### config.mk
export PLATFORM = sky130hd
export DESIGN_NAME = osd_fade_sequencer
export DESIGN_NICKNAME = d
export VERILOG_FILES = /design/src/rtl/osd_fade_sequencer_pkg.sv /design/src/rtl/osd_fade_sequencer_ramp.sv /design/src/rtl/osd_fade_sequencer.sv
export SDC_FILE = /design/constraint.sdc
export NUM_CORES = 1
export LEC_CHECK = 0
export BUFFER_PORTS_ARGS = -buffer_cell sky130_fd_sc_hd__buf_2
export CORE_MARGIN = 4
export CORE_UTILIZATION = 33
export DETAILED_ROUTE_END_ITERATION = 8
export PLACE_DENSITY_LB_ADDON = 0.2
export SLEW_MARGIN = 30
export SYNTH_ARGS = -nofsm -noshare
export SYNTH_HDL_FRONTEND = slang
export SYNTH_SLANG_ARGS = --single-unit
### constraint.sdc
create_clock -name clock -period 4.2 [get_ports clock]
set_input_delay 0.42 -clock clock [delete_from_list [all_inputs] [get_ports clock]]
set_output_delay 0.42 -clock clock [all_outputs]
set_load 0.01 [all_outputs]
### src/rtl/osd_fade_sequencer_pkg.sv
// Shared definitions for the OSD/scanline blend stage: alpha constants,
// fade state type and a saturating alpha clamp.
package osd_fade_sequencer_pkg;

  localparam logic [8:0] ONE_TO_ONE        = 9'd256;
  localparam logic [8:0] OSD_ALPHA_DEFAULT = 9'd64;

  typedef enum logic [1:0] {
    HIDDEN   = 2'd0,
    FADE_IN  = 2'd1,
    SHOWN    = 2'd2,
    FADE_OUT = 2'd3
  } osd_fade_state_e;

  function automatic logic [8:0] sat_alpha(input logic [9:0] value,
                                           input logic [8:0] limit);
    return (value > {1'b0, limit}) ? limit : value[8:0];
  endfunction

endpackage

### src/rtl/osd_fade_sequencer_ramp.sv
// Combinational saturating alpha step: moves the current alpha one step
// toward the target (up) or toward zero (down).
module alpha_ramp_step #(
  parameter logic [8:0] ONE_TO_ONE = 9'd256
) (
  input  logic [8:0] i_current,
  input  logic [8:0] i_target,
  input  logic [8:0] i_step,
  input  logic       i_dir_up,
  output logic [8:0] o_next
);
  import osd_fade_sequencer_pkg::*;

  logic [9:0] w_sum;
  logic [9:0] w_diff;
  logic [8:0] w_limit;

  always_comb begin
    w_sum   = {1'b0, i_current} + {1'b0, i_step};
    w_diff  = {1'b0, i_current} - {1'b0, i_step};
    w_limit = (i_target > ONE_TO_ONE) ? ONE_TO_ONE : i_target;
    if (i_dir_up) begin
      o_next = sat_alpha(w_sum, w_limit);
    end else begin
      // bit 9 set means the subtraction went below zero
      o_next = w_diff[9] ? '0 : sat_alpha(w_diff, ONE_TO_ONE);
    end
  end

endmodule

### src/rtl/osd_fade_sequencer.sv
// Frame-synchronous OSD fade controller: ramps OSD background alpha on
// enable/disable and applies scanline intensity updates at frame start.
module osd_fade_sequencer #(
  parameter int unsigned FRAMES_PER_STEP = 2,
  parameter logic [8:0]  ALPHA_STEP      = 9'd16,
  parameter logic [8:0]  ONE_TO_ONE      = 9'd256
) (
  input  logic       clock,
  input  logic       reset_n,
  input  logic       frame_start,
  input  logic       osd_enable,
  input  logic [8:0] target_alpha,
  input  logic [8:0] scanline_intensity_in,
  input  logic       scanline_req,
  output logic       scanline_ack,
  output logic [8:0] osd_alpha,
  output logic       osd_visible,
  output logic [8:0] scanline_intensity,
  output logic       fade_busy
);
  import osd_fade_sequencer_pkg::*;

  localparam logic [3:0] FPS_CNT = 4'(FRAMES_PER_STEP);

  osd_fade_state_e r_state;
  osd_fade_state_e w_state_nxt;

  logic [8:0] r_alpha;
  logic [8:0] w_alpha_nxt;
  logic       r_visible;
  logic       w_visible_nxt;
  logic       r_busy;
  logic       w_busy_nxt;
  logic [3:0] r_frame_cnt;
  logic [3:0] w_frame_cnt_nxt;
  logic [3:0] w_frame_cnt_inc;
  logic [8:0] r_target;
  logic [8:0] w_target_in;
  logic [8:0] w_ramp_next;
  logic       w_step_due;
  logic       w_reverse;

  logic [8:0] r_hold;
  logic       r_pending;
  logic [8:0] r_intensity;
  logic       r_ack;
  logic       w_apply_scan;

  assign w_target_in     = sat_alpha({1'b0, target_alpha}, ONE_TO_ONE);
  assign w_frame_cnt_inc = r_frame_cnt + 4'd1;
  assign w_step_due      = (w_frame_cnt_inc == FPS_CNT);
  assign w_reverse       = ((r_state == FADE_IN)  && !osd_enable) ||
                           ((r_state == FADE_OUT) &&  osd_enable);
  assign w_apply_scan    = frame_start && (r_pending || scanline_req);

  alpha_ramp_step #(
    .ONE_TO_ONE (ONE_TO_ONE)
  ) u_ramp (
    .i_current (r_alpha),
    .i_target  (r_target),
    .i_step    (ALPHA_STEP),
    .i_dir_up  (r_state == FADE_IN),
    .o_next    (w_ramp_next)
  );

  always_ff @(posedge clock or negedge reset_n) begin
    if (!reset_n) begin
      r_state <= HIDDEN;
    end else begin
      r_state <= w_state_nxt;
    end
  end

  always_comb begin
    w_state_nxt = r_state;
    if (frame_start) begin
      unique case (r_state)
        HIDDEN:   if (osd_enable) w_state_nxt = FADE_IN;
        FADE_IN: begin
          if (!osd_enable)                              w_state_nxt = FADE_OUT;
          else if (w_step_due && w_ramp_next == r_target) w_state_nxt = SHOWN;
        end
        SHOWN:    if (!osd_enable) w_state_nxt = FADE_OUT;
        FADE_OUT: begin
          if (osd_enable)                         w_state_nxt = FADE_IN;
          else if (w_step_due && w_ramp_next == '0) w_state_nxt = HIDDEN;
        end
        default:  w_state_nxt = HIDDEN;
      endcase
    end
  end

  // Reversal only restarts the frame counter; alpha is never stepped on
  // the same frame the direction flips.
  always_comb begin
    w_alpha_nxt     = r_alpha;
    w_visible_nxt   = r_visible;
    w_frame_cnt_nxt = r_frame_cnt;
    w_busy_nxt      = r_busy;
    if (frame_start) begin
      w_busy_nxt = (w_state_nxt == FADE_IN) || (w_state_nxt == FADE_OUT);
      unique case (r_state)
        HIDDEN: begin
          w_frame_cnt_nxt = '0;
          if (osd_enable) w_visible_nxt = 1'b1;
        end
        SHOWN: begin
          w_frame_cnt_nxt = '0;
          if (osd_enable) w_alpha_nxt = w_target_in;
        end
        FADE_IN, FADE_OUT: begin
          if (w_reverse) begin
            w_frame_cnt_nxt = '0;
          end else if (w_step_due) begin
            w_frame_cnt_nxt = '0;
            w_alpha_nxt     = w_ramp_next;
            if ((r_state == FADE_OUT) && (w_ramp_next == '0)) begin
              w_visible_nxt = 1'b0;
            end
          end else begin
            w_frame_cnt_nxt = w_frame_cnt_inc;
          end
        end
        default: w_frame_cnt_nxt = '0;
      endcase
    end
  end

  always_ff @(posedge clock or negedge reset_n) begin
    if (!reset_n) begin
      r_alpha     <= '0;
      r_visible   <= 1'b0;
      r_busy      <= 1'b0;
      r_frame_cnt <= '0;
      r_target    <= '0;
    end else begin
      r_alpha     <= w_alpha_nxt;
      r_visible   <= w_visible_nxt;
      r_busy      <= w_busy_nxt;
      r_frame_cnt <= w_frame_cnt_nxt;
      if (frame_start) r_target <= w_target_in;
    end
  end

  // A request on the frame_start cycle bypasses the holding register.
  always_ff @(posedge clock or negedge reset_n) begin
    if (!reset_n) begin
      r_hold      <= '0;
      r_pending   <= 1'b0;
      r_intensity <= ONE_TO_ONE;
      r_ack       <= 1'b0;
    end else begin
      if (scanline_req) r_hold <= scanline_intensity_in;
      if (frame_start)       r_pending <= 1'b0;
      else if (scanline_req) r_pending <= 1'b1;
      r_ack <= w_apply_scan;
      if (w_apply_scan) begin
        r_intensity <= scanline_req ? scanline_intensity_in : r_hold;
      end
    end
  end

  assign osd_alpha          = r_alpha;
  assign osd_visible        = r_visible;
  assign fade_busy          = r_busy;
  assign scanline_intensity = r_intensity;
  assign scanline_ack       = r_ack;

endmodule

Word-level counts from Yosys, hierarchy flattened. Index checks and enable logic that the tools add are counted.

Flip-flop bits (word level): 46. Bits in latches: 0. RAM bits: 0. ROM bits: 0. Input bits: 23. Output and inout bits: 21. Logic and storage cells: 77. Memories kept: 0.

Add/sub/neg operators: 3. Multiply operators: 0. Divide/modulo/power cells: 0. $lt $le $gt $ge: 4. Eq/ne operators: 12. Shifts and indexed selects: 0. Muxes and demuxes: 29. Bitwise gates (word level): 0. Reductions and logical operators: 19.

Operator list (count): $mux W9 (10); $gt A9 B9 Y1 const B (2); $pmux W9 S2 (1); $mux W2 (7); $add A9 B5 Y10 const B (1); $gt A10 B9 Y1 (1); $gt A10 B9 Y1 const B (1); $ne A2 B2 Y1 const B (5); $sub A9 B5 Y10 const B (1); $eq A9 B9 Y1 (1); $logic_not A9 Y1 (1); $mux W4 (2); $pmux W2 S4 (1); $pmux W4 S2 (1); $eq A2 B2 Y1 const B (3); $logic_and A1 B1 Y1 (6); $mux W1 (6); $reduce_and A6 Y1 (1); $reduce_bool A2 Y1 (3); $reduce_and A5 Y1 (1); $add A4 B1 Y4 const B (1); $eq A2 B1 Y1 const B (2); $eq A4 B2 Y1 const B (1); $reduce_or A2 Y1 (2); other kinds (4) (6).

Longest topological paths before layout.
Depth after elaboration: 13. Depth in mapped cells: 13. Gate-level depth less buffers: 13.

Modules after synthesis. Synthesis repeated with hierarchy kept, for this count alone.

Cells, all modules: 388. Area total of the unflattened synthesis: 3584.7 um2.

Modules (own cells, without submodules): osd_fade_sequencer (times used 1, cells each 215, area each 2282.2 um2, sequential area each 1152.4 um2); alpha_ramp_step (times used 1, cells each 173, area each 1302.5 um2, sequential area each 0.0 um2).

Worst setup path after synthesis. OpenSTA, ideal clock, no wires.

Path type: register to register. From: register r_alpha[4] (netlist: osd_alpha[4]). To: register r_state[0]. Library setup time: 0.126 ns. Data arrival time: 3.496 ns. Data required time: 4.074 ns. Setup slack: 0.578 ns. Stages on the path, launching flop included: 14. Buffers on the path: 1. Period minus slack after synthesis: 3.622 ns. Cells stage by stage: dfrtp_1 > buf_6 > inv_1 > ha_1 > ha_1 > nand4_1 > a211oi_1 > or4_4 > o21a_4 > nor2_1 > a211oi_1 > or4b_1 > nand4b_4 > a221o_1.

Word-level cells in the longest chain between the ends: 11. Elaborated cells between the ends (all ways): 18. Classes of those cells: add/sub: 2; order compare: 2; eq/ne: 1; mux: 10; reduce/logical: 3.

RTL lines: from (decl) (line osd_fade_sequencer.sv:28) `logic [8:0] r_alpha;`; from (signal assigned) (line osd_fade_sequencer.sv:137) `r_alpha <= w_alpha_nxt;`; $sub A9 B5 Y10 (line osd_fade_sequencer_ramp.sv:20) `w_diff = {1'b0, i_current} - {1'b0, i_step};`; $gt A10 B9 Y1 (line osd_fade_sequencer_pkg.sv:17) `return (value > {1'b0, limit}) ? limit : value[8:0];`; $mux W9 (line osd_fade_sequencer_pkg.sv:17); $mux W9 (line osd_fade_sequencer_ramp.sv:26) `o_next = w_diff[9] ? '0 : sat_alpha(w_diff, ONE_TO_ONE);`; $mux W9 (*) (line osd_fade_sequencer_ramp.sv:22) `if (i_dir_up) begin`; $eq A9 B9 Y1 / $logic_not A9 Y1 (equally long branches) (line osd_fade_sequencer.sv:81, osd_fade_sequencer.sv:86); $logic_and A1 B1 Y1, on equally long branches (line osd_fade_sequencer.sv:81, osd_fade_sequencer.sv:86); $mux W2, on equally long branches (line osd_fade_sequencer.sv:81, osd_fade_sequencer.sv:86); $mux W2, on equally long branches (line osd_fade_sequencer.sv:80, osd_fade_sequencer.sv:85); $pmux W2 S4 (*) (line osd_fade_sequencer.sv:77) `unique case (r_state)`; $mux W2 (*) (line osd_fade_sequencer.sv:76) `if (frame_start) begin`; via w_state_nxt[0] (line osd_fade_sequencer.sv:26) `osd_fade_state_e w_state_nxt;`; to (signal assigned) (line osd_fade_sequencer.sv:70) `r_state <= w_state_nxt;`; to (decl) (line osd_fade_sequencer.sv:25) `osd_fade_state_e r_state;`.

The timed path passes the listed nets; every way through them passes the cells marked *. A chain may end at the register's enable or synchronous reset.

Worst setup path after layout.
From: register r_alpha[4] (netlist: osd_alpha[4]). To: register r_busy (netlist: fade_busy).

Word-level cells in the longest chain between the ends: 13. Elaborated cells between the ends (all ways): 21. Classes of those cells: add/sub: 2; order compare: 2; eq/ne: 3; mux: 10; reduce/logical: 4.

RTL lines: $sub A9 B5 Y10 (line osd_fade_sequencer_ramp.sv:20); $gt A10 B9 Y1 (line osd_fade_sequencer_pkg.sv:17); $mux W9 (line osd_fade_sequencer_pkg.sv:17); $mux W9 (line osd_fade_sequencer_ramp.sv:26); $mux W9 (*) (line osd_fade_sequencer_ramp.sv:22); $eq A9 B9 Y1 / $logic_not A9 Y1 (equally long branches) (line osd_fade_sequencer.sv:81, osd_fade_sequencer.sv:86); $logic_and A1 B1 Y1, on equally long branches (line osd_fade_sequencer.sv:81, osd_fade_sequencer.sv:86); $mux W2, on equally long branches (line osd_fade_sequencer.sv:81, osd_fade_sequencer.sv:86); $mux W2, on equally long branches (line osd_fade_sequencer.sv:80, osd_fade_sequencer.sv:85); $pmux W2 S4 (*) (line osd_fade_sequencer.sv:77); $mux W2 (*) (line osd_fade_sequencer.sv:76); $eq A2 B1 Y1 / $eq A2 B2 Y1 (equally long branches) (line osd_fade_sequencer.sv:101) `w_busy_nxt = (w_state_nxt == FADE_IN) || (w_state_nxt == FADE_OUT);`; $logic_or A1 B1 Y1 (*) (line osd_fade_sequencer.sv:101); to (signal assigned) (line osd_fade_sequencer.sv:139) `r_busy <= w_busy_nxt;`; to (decl) (line osd_fade_sequencer.sv:32) `logic r_busy;`.

Every way passes the cells marked *; elsewhere a longest branch is shown, timed or not.

==> metrics.txt <==
# TYPE chip_impl_metric gauge
chip_impl_metric{name="via_count",unit=""} 2466
chip_impl_metric{name="switching_power",unit="W"} 0.000966
chip_impl_info{name="critical_path.endpoint_type",value="flip-flop"} 1
chip_impl_metric{name="timing.setup.tns",unit="ps"} 0
chip_impl_info{name="hp-class",value="in -> async"} 1
chip_impl_metric{name="routabilityCongestion",unit=""} 0.879
chip_impl_metric{name="grt_pass1_wl",unit="um"} 12700
chip_impl_metric{name="grt_max_degree",unit=""} 47
chip_impl_metric{name="drv_slew",unit=""} 0
chip_impl_metric{name="num_io_pins",unit=""} 44
chip_impl_metric{name="maxSlewHeadroom",unit="%"} 55.6
chip_impl_metric{name="synthesis.yosys.warnings",unit=""} 0
chip_impl_metric{name="finish.cell_count_without_fillers",unit=""} 451
chip_impl_metric{name="post_drt_via_cell_ratio",unit=""} 5.47
chip_impl_metric{name="finalHoldViolations",unit=""} 0
chip_impl_metric{name="tritoncts.num_buffers",unit=""} 5
chip_impl_info{name="synth.top_cells.by_area",value="sky130_fd_sc_hd__dfrtp_1 (38%), sky130_fd_sc_hd__mux2_2 (8.4%), sky130_fd_sc_hd__ha_1 (5.9%)"} 1
chip_impl_metric{name="number_of_rows_in_the_core_area",unit=""} 34
chip_impl_metric{name="p_seq_share",unit="%"} 30.2
chip_impl_metric{name="peakVddDrop",unit="mV"} 0.290
chip_impl_info{name="cts_tree",value="yes"} 1
chip_impl_metric{name="power-per-cell-area",unit="mW/mm2"} 642
chip_impl_metric{name="cpPeakStageDelay",unit="ps"} 570
chip_impl_info{name="clockRootBuffer",value="sky130_fd_sc_hd__clkbuf_8"} 1
chip_impl_info{name="netlist.top_cell.by_area",value="sky130_fd_sc_hd__dfrtp_1"} 1
chip_impl_metric{name="grt_antenna_before_repair",unit=""} 0
chip_impl_metric{name="synth-edff-count",unit=""} 0
chip_impl_metric{name="route.final.wire_length",unit="um"} 7370
chip_impl_metric{name="drt-initial-drc-count",unit=""} 147
chip_impl_metric{name="pwr-share-comb",unit="%"} 54.5
chip_impl_metric{name="synth-seq-cells",unit=""} 46
chip_impl_metric{name="power.share.switching",unit="%"} 44.8
chip_impl_metric{name="post_synth_inst_count",unit=""} 303
chip_impl_metric{name="n_antenna_cell",unit=""} 0
chip_impl_info{name="ys_dominant_reg_cell",value="sky130_fd_sc_hd__dfrtp_1"} 1
chip_impl_metric{name="cts.clk_slew.worst_paths",unit="ps"} 90
chip_impl_metric{name="yosysTopAreaCellShare",unit="%"} 38.1
chip_impl_metric{name="dp.cells",unit=""} 443
chip_impl_metric{name="post_route_cells_drive_above_1_share",unit="%"} 27.1
chip_impl_metric{name="hpwlAfterDp",unit="um"} 5580
chip_impl_metric{name="clock_tree.htree_level_count",unit=""} 2
chip_impl_metric{name="post-route-min-period",unit="ps"} 3920
chip_impl_metric{name="first_global_vias",unit=""} 2490
chip_impl_metric{name="area_delta_synth_final",unit="%"} 13.6
chip_impl_metric{name="fill_cells",unit=""} 916
chip_impl_metric{name="grt_overflow",unit=""} 0
chip_impl_info{name="final_cell_mix",value="sky130_fd_sc_hd__dfrtp_1 (45), sky130_fd_sc_hd__buf_2 (42), sky130_fd_sc_hd__nand2_1 (26)"} 1
chip_impl_info{name="run_status",value="completed"} 1
chip_impl_metric{name="clock_power_share",unit="%"} 15.3
chip_impl_metric{name="whs",unit="ps"} 117
chip_impl_metric{name="worstSkewPairLatency",unit="ps"} 300
chip_impl_metric{name="avgRoutedWirePerCell",unit="um"} 16.3
chip_impl_metric{name="die_area",unit="mm2"} 0.0105
chip_impl_metric{name="final.setup_skew",unit="ps"} 7.80
chip_impl_metric{name="portBuffers",unit=""} 43
chip_impl_metric{name="synthesized_cell_area",unit="mm2"} 0.00296
chip_impl_metric{name="die_w",unit="um"} 103
chip_impl_info{name="rr_startpoint",value="osd_alpha[4]"} 1
chip_impl_metric{name="critical_path_data_required_time",unit="ps"} 4390
chip_impl_metric{name="syn-mean-instance-area",unit="um2"} 9.77
chip_impl_metric{name="starting_density_of_the_core",unit="%"} 33.9
chip_impl_metric{name="max_freq",unit="GHz"} 0.255
chip_impl_info{name="layout_commonest_cell",value="sky130_fd_sc_hd__dfrtp_1"} 1
chip_impl_info{name="critical_path_class",value="reg -> reg"} 1
chip_impl_metric{name="drc",unit=""} 0
chip_impl_metric{name="max-clock-path-buffers",unit=""} 2
chip_impl_info{name="worstSetupStartpointType",value="flip-flop"} 1
chip_impl_metric{name="numClockSinks",unit=""} 46
chip_impl_metric{name="synth-seq-area-share",unit="%"} 38.9
chip_impl_metric{name="min_period_over_period",unit="%"} 93.3
chip_impl_metric{name="async_reset_ff_share",unit="%"} 100
chip_impl_info{name="path_cells",value="ha_1, nand3_1, xnor2_2, ha_1, nand3_1, a211oi_1, or4_4, o21a_4, o31ai_1, a21oi_1, or4b_1, nand4b_4, a221o_1"} 1
chip_impl_metric{name="first_pass_iters",unit=""} 4
chip_impl_info{name="worstReg2RegEnd",value="fade_busy"} 1
chip_impl_metric{name="crit_path_max_fanout",unit=""} 8
chip_impl_metric{name="setup_viol",unit=""} 0
chip_impl_metric{name="internal_power",unit="W"} 0.00119
chip_impl_metric{name="antenna_left",unit=""} 0
chip_impl_metric{name="timing.critical_path.arrival",unit="ps"} 4110
chip_impl_metric{name="fp.coreArea",unit="mm2"} 0.00872
chip_impl_metric{name="r2r_slack",unit="ps"} 280
chip_impl_metric{name="cellLeakagePower",unit="nW"} 1.48
chip_impl_info{name="critical_path.slowest_cell",value="sky130_fd_sc_hd__or4b_1"} 1
chip_impl_metric{name="worst_slew_pin_slew",unit="ps"} 664
chip_impl_metric{name="die_y",unit="um"} 103
chip_impl_metric{name="netlist-cell-type-count",unit=""} 56
chip_impl_metric{name="postCtsSetupBuffers",unit=""} 0
chip_impl_info{name="rsz0062_at_grt",value="false"} 1
chip_impl_metric{name="final_nets",unit=""} 379
chip_impl_metric{name="grt.total_usage",unit="%"} 15.1
chip_impl_metric{name="ff2ff_path_depth",unit=""} 13
chip_impl_metric{name="synth_fp_nets",unit=""} 340
chip_impl_metric{name="timing.max_cap.violations",unit=""} 0
[cell families (layout without fill, tap and decap cells)]
kind of cell	count (synthesis)	after routing	share of synthesized area [%]
xor gates and xnor gates	8	8	2.37
DFF	46	46	38.9
AOI/OAI and AO/OA	85	85	19.7
buffers and inverters	31	71	5.67
adders and majority gates	14	14	5.92
muxes	26	26	9.73
and+or+nand+nor	93	93	17.7
[cells in the mapped netlist (all sizes together), types with 5 or more instances]
cell type   n
a211oi      7
a21o        5
a21oi      15
buf         5
clkbuf      9
dfrtp      45
ha         14
inv        17
mux2       22
nand2      26
nand3      11
nor2       14
nor2b       9
nor3        5
nor3b       5
o21ai      20
xor2        5
[state kept, by name, indices dropped and copies added, names as in the netlist, named ones only]
name	cells
fade_busy	1
scanline_ack	1
r_frame_cnt	4
osd_visible	1
r_pending	1
r_target	9
r_state	1
osd_alpha	9
r_hold	9
scanline_intensity	9
[worst max-delay path: cells and delay by family (launching register included)]
family                     cells  cell delay, ps
xor gates and xnor gates       1             180
adders and majority gates      2             540
AOI/OAI and AO/OA              5            1000
and+or+nand+nor                5            1590
DFF                            1             490
[layer usage]
| metal | global-route usage [%] | wire length, um | vias up |
|---|---|---|---|
| li1 | - | - | 1197 |
| met1 | 21.1 | 3510 | 1188 |
| met2 | 23.2 | 3320 | 67 |
| met3 | 3.38 | 388 | 14 |
| met4 | 5.05 | 150 | 0 |
| met5 | 0 | 0 | - |
[layout make-up]
type                    count  area (um2)  area share [%]
multi-input cells         226        1660            49.3
clock buffers               5        68.8            2.05
flip-flops and latches     46        1150            34.3
repair buffers             46         240            7.15
well taps                 108         135            4.02
clock inverters             3        45.0            1.34
inverters                  17        63.8            1.90
[timing repair]
item	4_1_cts	5_1_grt
endpoints found under the setup margin	0	4
hold buffers	0	0
resized for setup	0	5
[power by group through the flow]
stage	logic [W]	clock network [W]	registers, W
2_1_floorplan	0.000853	0	0.000650
3_3_place_gp	0.00116	0	0.000659
3_5_place_dp	0.00115	0	0.000659
4_1_cts	0.00116	0.000346	0.000651
5_1_grt	0.00131	0.000365	0.000672
6_report	0.00117	0.000331	0.000652
[worst max-delay path by stage]
| stage | start | endpoint | slack (ps) | cells past startpoint |
|---|---|---|---|---|
| 5_1_grt | osd_alpha[4] | fade_busy | 50 | 13 |
| 3_3_place_gp | osd_alpha[4] | fade_busy | 330 | 13 |
| 4_1_cts | osd_alpha[4] | r_state[0] | 220 | 13 |
| 6_report | osd_alpha[4] | fade_busy | 280 | 13 |
| 2_1_floorplan | osd_alpha[4] | r_state[0] | 580 | 13 |
| 3_5_place_dp | osd_alpha[4] | fade_busy | 230 | 13 |
[per-stage QoR]
stage          total power, W  util, %  cell area [um2]  worst slack [ps]
6_report              0.00216     38.5             3360               281
5_1_grt               0.00235     38.5             3360              53.5
4_1_cts               0.00215     38.4             3340               225
3_5_place_dp          0.00181     37.0             3230               232
3_3_place_gp          0.00182     37.0             3230               327
2_1_floorplan         0.00150        -             2960               578
Note: power is estimated with default switching activity, not from simulation.
